==> src/rtl/axilite_to_apb_define.svh <==
// Shared APB bus widths for the AXI-Lite to APB bridge and its slaves.
`ifndef AXILITE_TO_APB_DEFINE_SVH
`define AXILITE_TO_APB_DEFINE_SVH

`define AW_APB 32
`define DW_APB 32

`endif

==> src/rtl/apb_slave_pkg.sv <==
// Common types and constants for the APB register-file slave.
package apb_slave_pkg;

  typedef enum logic [1:0] {
    IDLE = 2'd0,
    WAIT = 2'd1,
    RESP = 2'd2
  } apb_state_t;

  // Byte addressing: the word index starts at this address bit.
  localparam int ADDR_LSB   = 2;
  // Wide enough for the largest supported wait-state count (15).
  localparam int WAIT_CNT_W = 4;

  localparam logic [15:0] ERR_CNT_MAX = 16'hFFFF;

  // Increment that sticks at the top value instead of wrapping.
  function automatic logic [15:0] sat_inc16(input logic [15:0] value);
    logic [15:0] next_v;
    if (value == ERR_CNT_MAX) begin
      next_v = value;
    end else begin
      next_v = value + 16'd1;
    end
    return next_v;
  endfunction

endpackage

==> src/rtl/apb_regfile_mem.sv <==
// Word array behind the APB slave: one synchronous write port, one
// combinational read port, cleared asynchronously by reset.
module apb_regfile_mem #(
  parameter int DW    = 32,
  parameter int DEPTH = 64,
  parameter int IDX_W = 6
) (
  input  logic             apb_clk,
  input  logic             sys_aresetn,
  input  logic             wr_en,
  input  logic [IDX_W-1:0] wr_idx,
  input  logic [DW-1:0]    wr_data,
  input  logic [IDX_W-1:0] rd_idx,
  output logic [DW-1:0]    rd_data
);

  // One extra bit so DEPTH itself is representable for range checks.
  localparam logic [IDX_W:0] DEPTH_W = (IDX_W + 1)'(DEPTH);

  logic [DW-1:0] mem_r [DEPTH];

  // Store a word on write enable; reset wipes the whole array.
  always_ff @(posedge apb_clk or negedge sys_aresetn) begin
    if (!sys_aresetn) begin
      for (int i = 0; i < DEPTH; i++) begin
        mem_r[i] <= '0;
      end
    end else if (wr_en && ({1'b0, wr_idx} < DEPTH_W)) begin
      mem_r[wr_idx] <= wr_data;
    end
  end

  // Combinational read; indices past the array read as zero.
  always_comb begin
    if ({1'b0, rd_idx} < DEPTH_W) begin
      rd_data = mem_r[rd_idx];
    end else begin
      rd_data = '0;
    end
  end

endmodule

==> src/rtl/apb_slave_regfile.sv <==
// APB slave exposing a DEPTH-word register file with programmable wait
// states, address error reporting and a saturating error counter.
`include "axilite_to_apb_define.svh"

module apb_slave_regfile
  import apb_slave_pkg::*;
#(
  parameter int AW_APB      = `AW_APB,
  parameter int DW_APB      = `DW_APB,
  parameter int DEPTH       = 64,
  parameter int WAIT_CYCLES = 0
) (
  input  logic              apb_clk,
  input  logic              sys_aresetn,
  input  logic              psel,
  input  logic              penable,
  input  logic              pwrite,
  input  logic [AW_APB-1:0] paddr,
  input  logic [DW_APB-1:0] pwdata,
  output logic              pready,
  output logic [DW_APB-1:0] prdata,
  output logic              pslverr,
  output logic [15:0]       err_cnt
);

  localparam int IDX_W  = (DEPTH > 1) ? $clog2(DEPTH) : 1;
  localparam int WIDX_W = AW_APB - ADDR_LSB;

  localparam logic [WIDX_W-1:0]     DEPTH_W   = WIDX_W'(DEPTH);
  localparam logic [WAIT_CNT_W-1:0] WAIT_LOAD = WAIT_CNT_W'(WAIT_CYCLES);
  localparam logic [WAIT_CNT_W-1:0] CNT_ONE   = WAIT_CNT_W'(1);

  apb_state_t              state_r;
  logic [WAIT_CNT_W-1:0]   cnt_r;
  logic [IDX_W-1:0]        idx_r;
  logic                    write_r;
  logic                    err_r;
  logic [DW_APB-1:0]       wdata_r;
  logic                    pready_r;
  logic                    pslverr_r;
  logic [DW_APB-1:0]       prdata_r;
  logic [15:0]             err_cnt_r;

  logic                    setup_s;
  logic [WIDX_W-1:0]       word_idx_s;
  logic                    addr_err_s;
  logic [IDX_W-1:0]        rd_idx_s;
  logic                    rsp_write_s;
  logic                    rsp_err_s;
  logic [DW_APB-1:0]       rd_data_s;
  logic [DW_APB-1:0]       rsp_rdata_s;
  logic                    mem_we_s;

  // Decode the bus: setup-phase detection, word index and address legality.
  always_comb begin
    setup_s    = psel & ~penable;
    word_idx_s = paddr[AW_APB-1:ADDR_LSB];
    addr_err_s = (word_idx_s >= DEPTH_W) ||
                 (paddr[ADDR_LSB-1:0] != {ADDR_LSB{1'b0}});
  end

  // Attributes of the response about to be loaded: the live bus when going
  // straight from IDLE (zero wait states), the latched copy from WAIT.
  always_comb begin
    if (state_r == IDLE) begin
      rd_idx_s    = word_idx_s[IDX_W-1:0];
      rsp_write_s = pwrite;
      rsp_err_s   = addr_err_s;
    end else begin
      rd_idx_s    = idx_r;
      rsp_write_s = write_r;
      rsp_err_s   = err_r;
    end
  end

  // Read data is only returned for clean reads; writes commit while the
  // response is on the bus and land at the edge that ends it.
  always_comb begin
    if (rsp_write_s || rsp_err_s) begin
      rsp_rdata_s = '0;
    end else begin
      rsp_rdata_s = rd_data_s;
    end
    mem_we_s = (state_r == RESP) && write_r && !pslverr_r;
  end

  // Transfer FSM with wait-state counter, registered response and error count.
  always_ff @(posedge apb_clk or negedge sys_aresetn) begin
    if (!sys_aresetn) begin
      state_r   <= IDLE;
      cnt_r     <= '0;
      idx_r     <= '0;
      write_r   <= 1'b0;
      err_r     <= 1'b0;
      wdata_r   <= '0;
      pready_r  <= 1'b0;
      pslverr_r <= 1'b0;
      prdata_r  <= '0;
      err_cnt_r <= '0;
    end else begin
      case (state_r)
        IDLE: begin
          // An access phase with no preceding setup phase is ignored here.
          if (setup_s) begin
            idx_r   <= word_idx_s[IDX_W-1:0];
            write_r <= pwrite;
            err_r   <= addr_err_s;
            wdata_r <= pwdata;
            cnt_r   <= WAIT_LOAD;
            if (WAIT_LOAD == {WAIT_CNT_W{1'b0}}) begin
              state_r   <= RESP;
              pready_r  <= 1'b1;
              pslverr_r <= rsp_err_s;
              prdata_r  <= rsp_rdata_s;
            end else begin
              state_r <= WAIT;
            end
          end
        end
        WAIT: begin
          if (!psel) begin
            // Master dropped the transfer: leave without side effects.
            state_r <= IDLE;
            cnt_r   <= '0;
          end else if (penable && (cnt_r == CNT_ONE)) begin
            state_r   <= RESP;
            cnt_r     <= '0;
            pready_r  <= 1'b1;
            pslverr_r <= rsp_err_s;
            prdata_r  <= rsp_rdata_s;
          end else if (cnt_r > CNT_ONE) begin
            cnt_r <= cnt_r - CNT_ONE;
          end else begin
            cnt_r <= cnt_r;
          end
        end
        RESP: begin
          state_r   <= IDLE;
          pready_r  <= 1'b0;
          pslverr_r <= 1'b0;
          prdata_r  <= '0;
          if (pslverr_r) begin
            err_cnt_r <= sat_inc16(err_cnt_r);
          end
        end
        default: begin
          state_r   <= IDLE;
          cnt_r     <= '0;
          pready_r  <= 1'b0;
          pslverr_r <= 1'b0;
          prdata_r  <= '0;
        end
      endcase
    end
  end

  apb_regfile_mem #(
    .DW    (DW_APB),
    .DEPTH (DEPTH),
    .IDX_W (IDX_W)
  ) u_mem (
    .apb_clk     (apb_clk),
    .sys_aresetn (sys_aresetn),
    .wr_en       (mem_we_s),
    .wr_idx      (idx_r),
    .wr_data     (wdata_r),
    .rd_idx      (rd_idx_s),
    .rd_data     (rd_data_s)
  );

  assign pready  = pready_r;
  assign pslverr = pslverr_r;
  assign prdata  = prdata_r;
  assign err_cnt = err_cnt_r;

endmodule

==> config.mk <==
export PLATFORM = sky130hd
export DESIGN_NAME = apb_slave_regfile
export DESIGN_NICKNAME = d
export VERILOG_FILES = /design/src/rtl/apb_slave_pkg.sv /design/src/rtl/apb_regfile_mem.sv /design/src/rtl/apb_slave_regfile.sv
export VERILOG_INCLUDE_DIRS = /design/src /design/src/rtl
export SDC_FILE = /design/constraint.sdc
export NUM_CORES = 2
export LEC_CHECK = 0
export BUFFER_PORTS_ARGS = -buffer_cell sky130_fd_sc_hd__buf_4
export CAP_MARGIN = 5
export CORE_ASPECT_RATIO = 0.7
export CORE_MARGIN = 5
export CORE_UTILIZATION = 35
export DETAILED_ROUTE_END_ITERATION = 12
export GPL_TIMING_DRIVEN = 1
export PLACE_DENSITY = 0.47
export REMOVE_ABC_BUFFERS = 1
export SYNTH_ARGS = -nofsm -noshare
export SYNTH_HDL_FRONTEND = slang
export SYNTH_HIERARCHICAL = 1
export SYNTH_SLANG_ARGS = --single-unit
export TNS_END_PERCENT = 20
==> constraint.sdc <==
create_clock -name apb_clk -period 6.1 [get_ports apb_clk]
set_input_delay 0.915 -clock apb_clk [delete_from_list [all_inputs] [get_ports apb_clk]]
set_output_delay 0.915 -clock apb_clk [all_outputs]
set_load 0.05 [all_outputs]
==> flow_summary_export.csv <==
group,metric,value,unit
outcome,status,"complete, no violations",
routing,routed_wl,316.8,mm
cells_and_area,drive_gt1_share,55.64,%
worst_setup_path,worstSetupStartpoint,"state_r[1]",
flow_run,drv_cap,0,
logic_synthesis,synth.top_cell.area_share,55.68,%
logic_synthesis,syn_area_per_cell,15.89,µm²
logic_synthesis,ys.flop_type,"dfrtp_1",
sta,drv_slew,0,
sta,fin_ws,1158,ps
grt,grt_pass1_vias,57140,
clock_tree,ctsLongestPathBuffers,4,
power_and_ir_drop,peakVddDrop,0.2157,mV
logic_synthesis,synth_top_cells_by_area,"dfrtp_1 (56%), mux2_2 (25%), mux4_2 (13%)",
grt,grt_max_degree,173,
place,pre_cts_ws,1146,ps
worst_setup_path,critical_path_class,"flip-flop to flip-flop",
min_path,min_path_type,"primary input to flip-flop",
routing,drt_iter0_markers,4150,
routing,postRouteAntennaNets,0,
power_and_ir_drop,pwr_density_cell,314.7,nW/µm²
die,fp.coreArea,272500,µm²
sta,fmax,202.4,MHz
sta,hold_slack,259.1,ps
worst_setup_path,worstSetupEndpointType,"flip-flop",
place,dpl.hpwl,189.5,mm
logic_synthesis,syn_area,96050,µm²
grt,grt_pass1_wl,454.8,mm
worst_setup_path,rr_startpoint,"state_r[1]",
worst_setup_path,crit_fanout,26,
logic_synthesis,synth_most_common_cell,"dfrtp_1",
logic_synthesis,synth_edf_count,0,
logic_synthesis,ys_warn_count,6,
sta,min_period,4942,ps
worst_setup_path,crit_path_start_kind,"flip-flop",
clock_tree,post_cts_resized,0,
cells_and_area,finalNetCount,6072,
cells_and_area,multi_input_area,40360,µm²
cells_and_area,area_growth,13.38,%
logic_synthesis,synth_commonest_cells,"dfrtp_1 (2137), mux2_2 (2105), mux4_2 (538)",
cells_and_area,nFillCells,24940,
worst_setup_path,cp.arrival,5740,ps
grt,grt.overflow.total,0,
grt,grt_usage,22.09,%
die,io_pins,119,
die,rows,160,
worst_setup_path,required,6900,ps
clock_tree,cts_made_buffers,225,
cells_and_area,fin_cells,9830,
routing,drtPass1Iterations,5,
clock_tree,clk_latency,880,ps
logic_synthesis,synth.largest_area_cell,"dfrtp_1",
logic_synthesis,synth_cell_types,47,
min_path,hp-start,"pwdata[24]",
clock_tree,cts_htree_levels,4,
sta,finalHoldViolCount,0,
sta,finalCritPeriodShare,81.01,%
die,initial_core_util,35.25,%
clock_tree,clkSinkCount,2137,
cells_and_area,regArea,53520,µm²
die,dieHeight,448.3,µm
power_and_ir_drop,leakagePower,51.46,nW
routing,drc_errors,0,
routing,vias,54830,
routing,wl_per_cell,32.23,µm
sta,setup_viol,0,
die,die_x,636.1,µm
grt,antenna_found_initial,17,
clock_tree,cts_tree,"built",
place,portBuffers,118,
sta,tightest_slew,1262,ps
logic_synthesis,ys_seq_area_share,55.68,%
logic_synthesis,async_reset_ff_share,100.0,%
clock_tree,clk_pin_slew,60,ps
logic_synthesis,netlist_instances,6043,
clock_tree,root_buffer,"clkbuf_16",
die,dieArea,285200,µm²
sta,rsz0062_at_grt,"no",
place,dpl.cell_count,9419,
place,gp_congestion,0.7776,
routing,vias_per_cell,5.578,
sta,clock_skew,44.08,ps
logic_synthesis,ys_seq_elements,2137,
sta,relSlewSlack,15.86,%
-- where the power goes --
part	switching [mW]	internal, mW	leakage [nW]
combinational	2.76	1.72	18.2
sequential	0.585	15.1	29.6
clock	5.87	8.24	3.70
-- through the flow --
stage	area (µm²)	util, %	total power, mW	setup TNS, ps
2_1_floorplan	93390	-	18.38	-238590
3_3_place_gp	101400	37.21	20.38	0
3_5_place_dp	101400	37.21	20.46	0
4_1_cts	108900	39.96	34.75	0
5_1_grt	108900	39.96	35.65	0
6_report	108900	39.97	34.27	0
-- area by class of cell --
cell class | instances | area share, %
tap | 3645 | 4.188
multi-input combinational | 3298 | 37.06
clock buffer | 350 | 6.277
antenna | 8 | 0.01838
sequential | 2137 | 49.15
clock inverter | 52 | 0.5952
inverter | 4 | 0.01838
timing repair buffer | 336 | 2.693
-- registers in the layout, indices dropped and copies added (netlist names) --
register / count
state_r: 1
idx_r: 6
pslverr: 1
write_r: 1
prdata: 32
err_cnt: 16
u_mem/mem_r: 2048
wdata_r: 32
-- what timing repair did --
| item | CTS | global route |
|---|---|---|
| hold buffers | 1 | 0 |
| endpoints found under the hold margin | 6 | 0 |
| setup buffers | 0 | 0 |
-- worst max-delay path: stages (launching register included) --
cell	delay (ps)
dfrtp_1	1010
mux2_2	1020
nand2b_1	750
buf_4	270
buf_4	250
buf_4	190
o22ai_1	90
nor2_1	550
a21oi_1	370
nor2_1	170
a22o_1	130
-- path summary, 6_finish.rpt --
kind	endpoint	slack (ps)	cells after the start
min	wdata_r[24]	260	2
max reg2reg	prdata[15]	1160	10
min in group asynchronous	u_mem/mem_r[995]	610	2
max in group asynchronous	u_mem/mem_r[1483]	3670	4
min reg2reg	u_mem/mem_r[958]	500	1
max	prdata[15]	1160	10
-- placed cells by master (no fill, tap or decap), types with 55 or more instances in the layout --
cell,n
buf_4,303
mux2_2,2102
clkbuf_16,229
o22ai_1,102
clkbuf_1,56
nor2_1,70
dfrtp_1,2105
clkbuf_8,65
mux4_2,538
nand2_1,55
mux2i_1,84
-- cell families after synthesis --
kind of cell	Yosys count	synth area share, %
xor+xnor	9	0.08207
fa+ha+maj	1	0.01302
compound gates	247	1.697
mux	2727	38.17
flops	2137	55.68
buf+inv	608	2.789
simple gates	314	1.574
-- routing by layer --
metal	part of all wire (%)	GRT usage, %
met3	5.0	3.446
met1	50	34.30
met4	2.5	5.220
met2	43	32.34
met5	0.0085	0
Power figures use the tool's default switching activity.
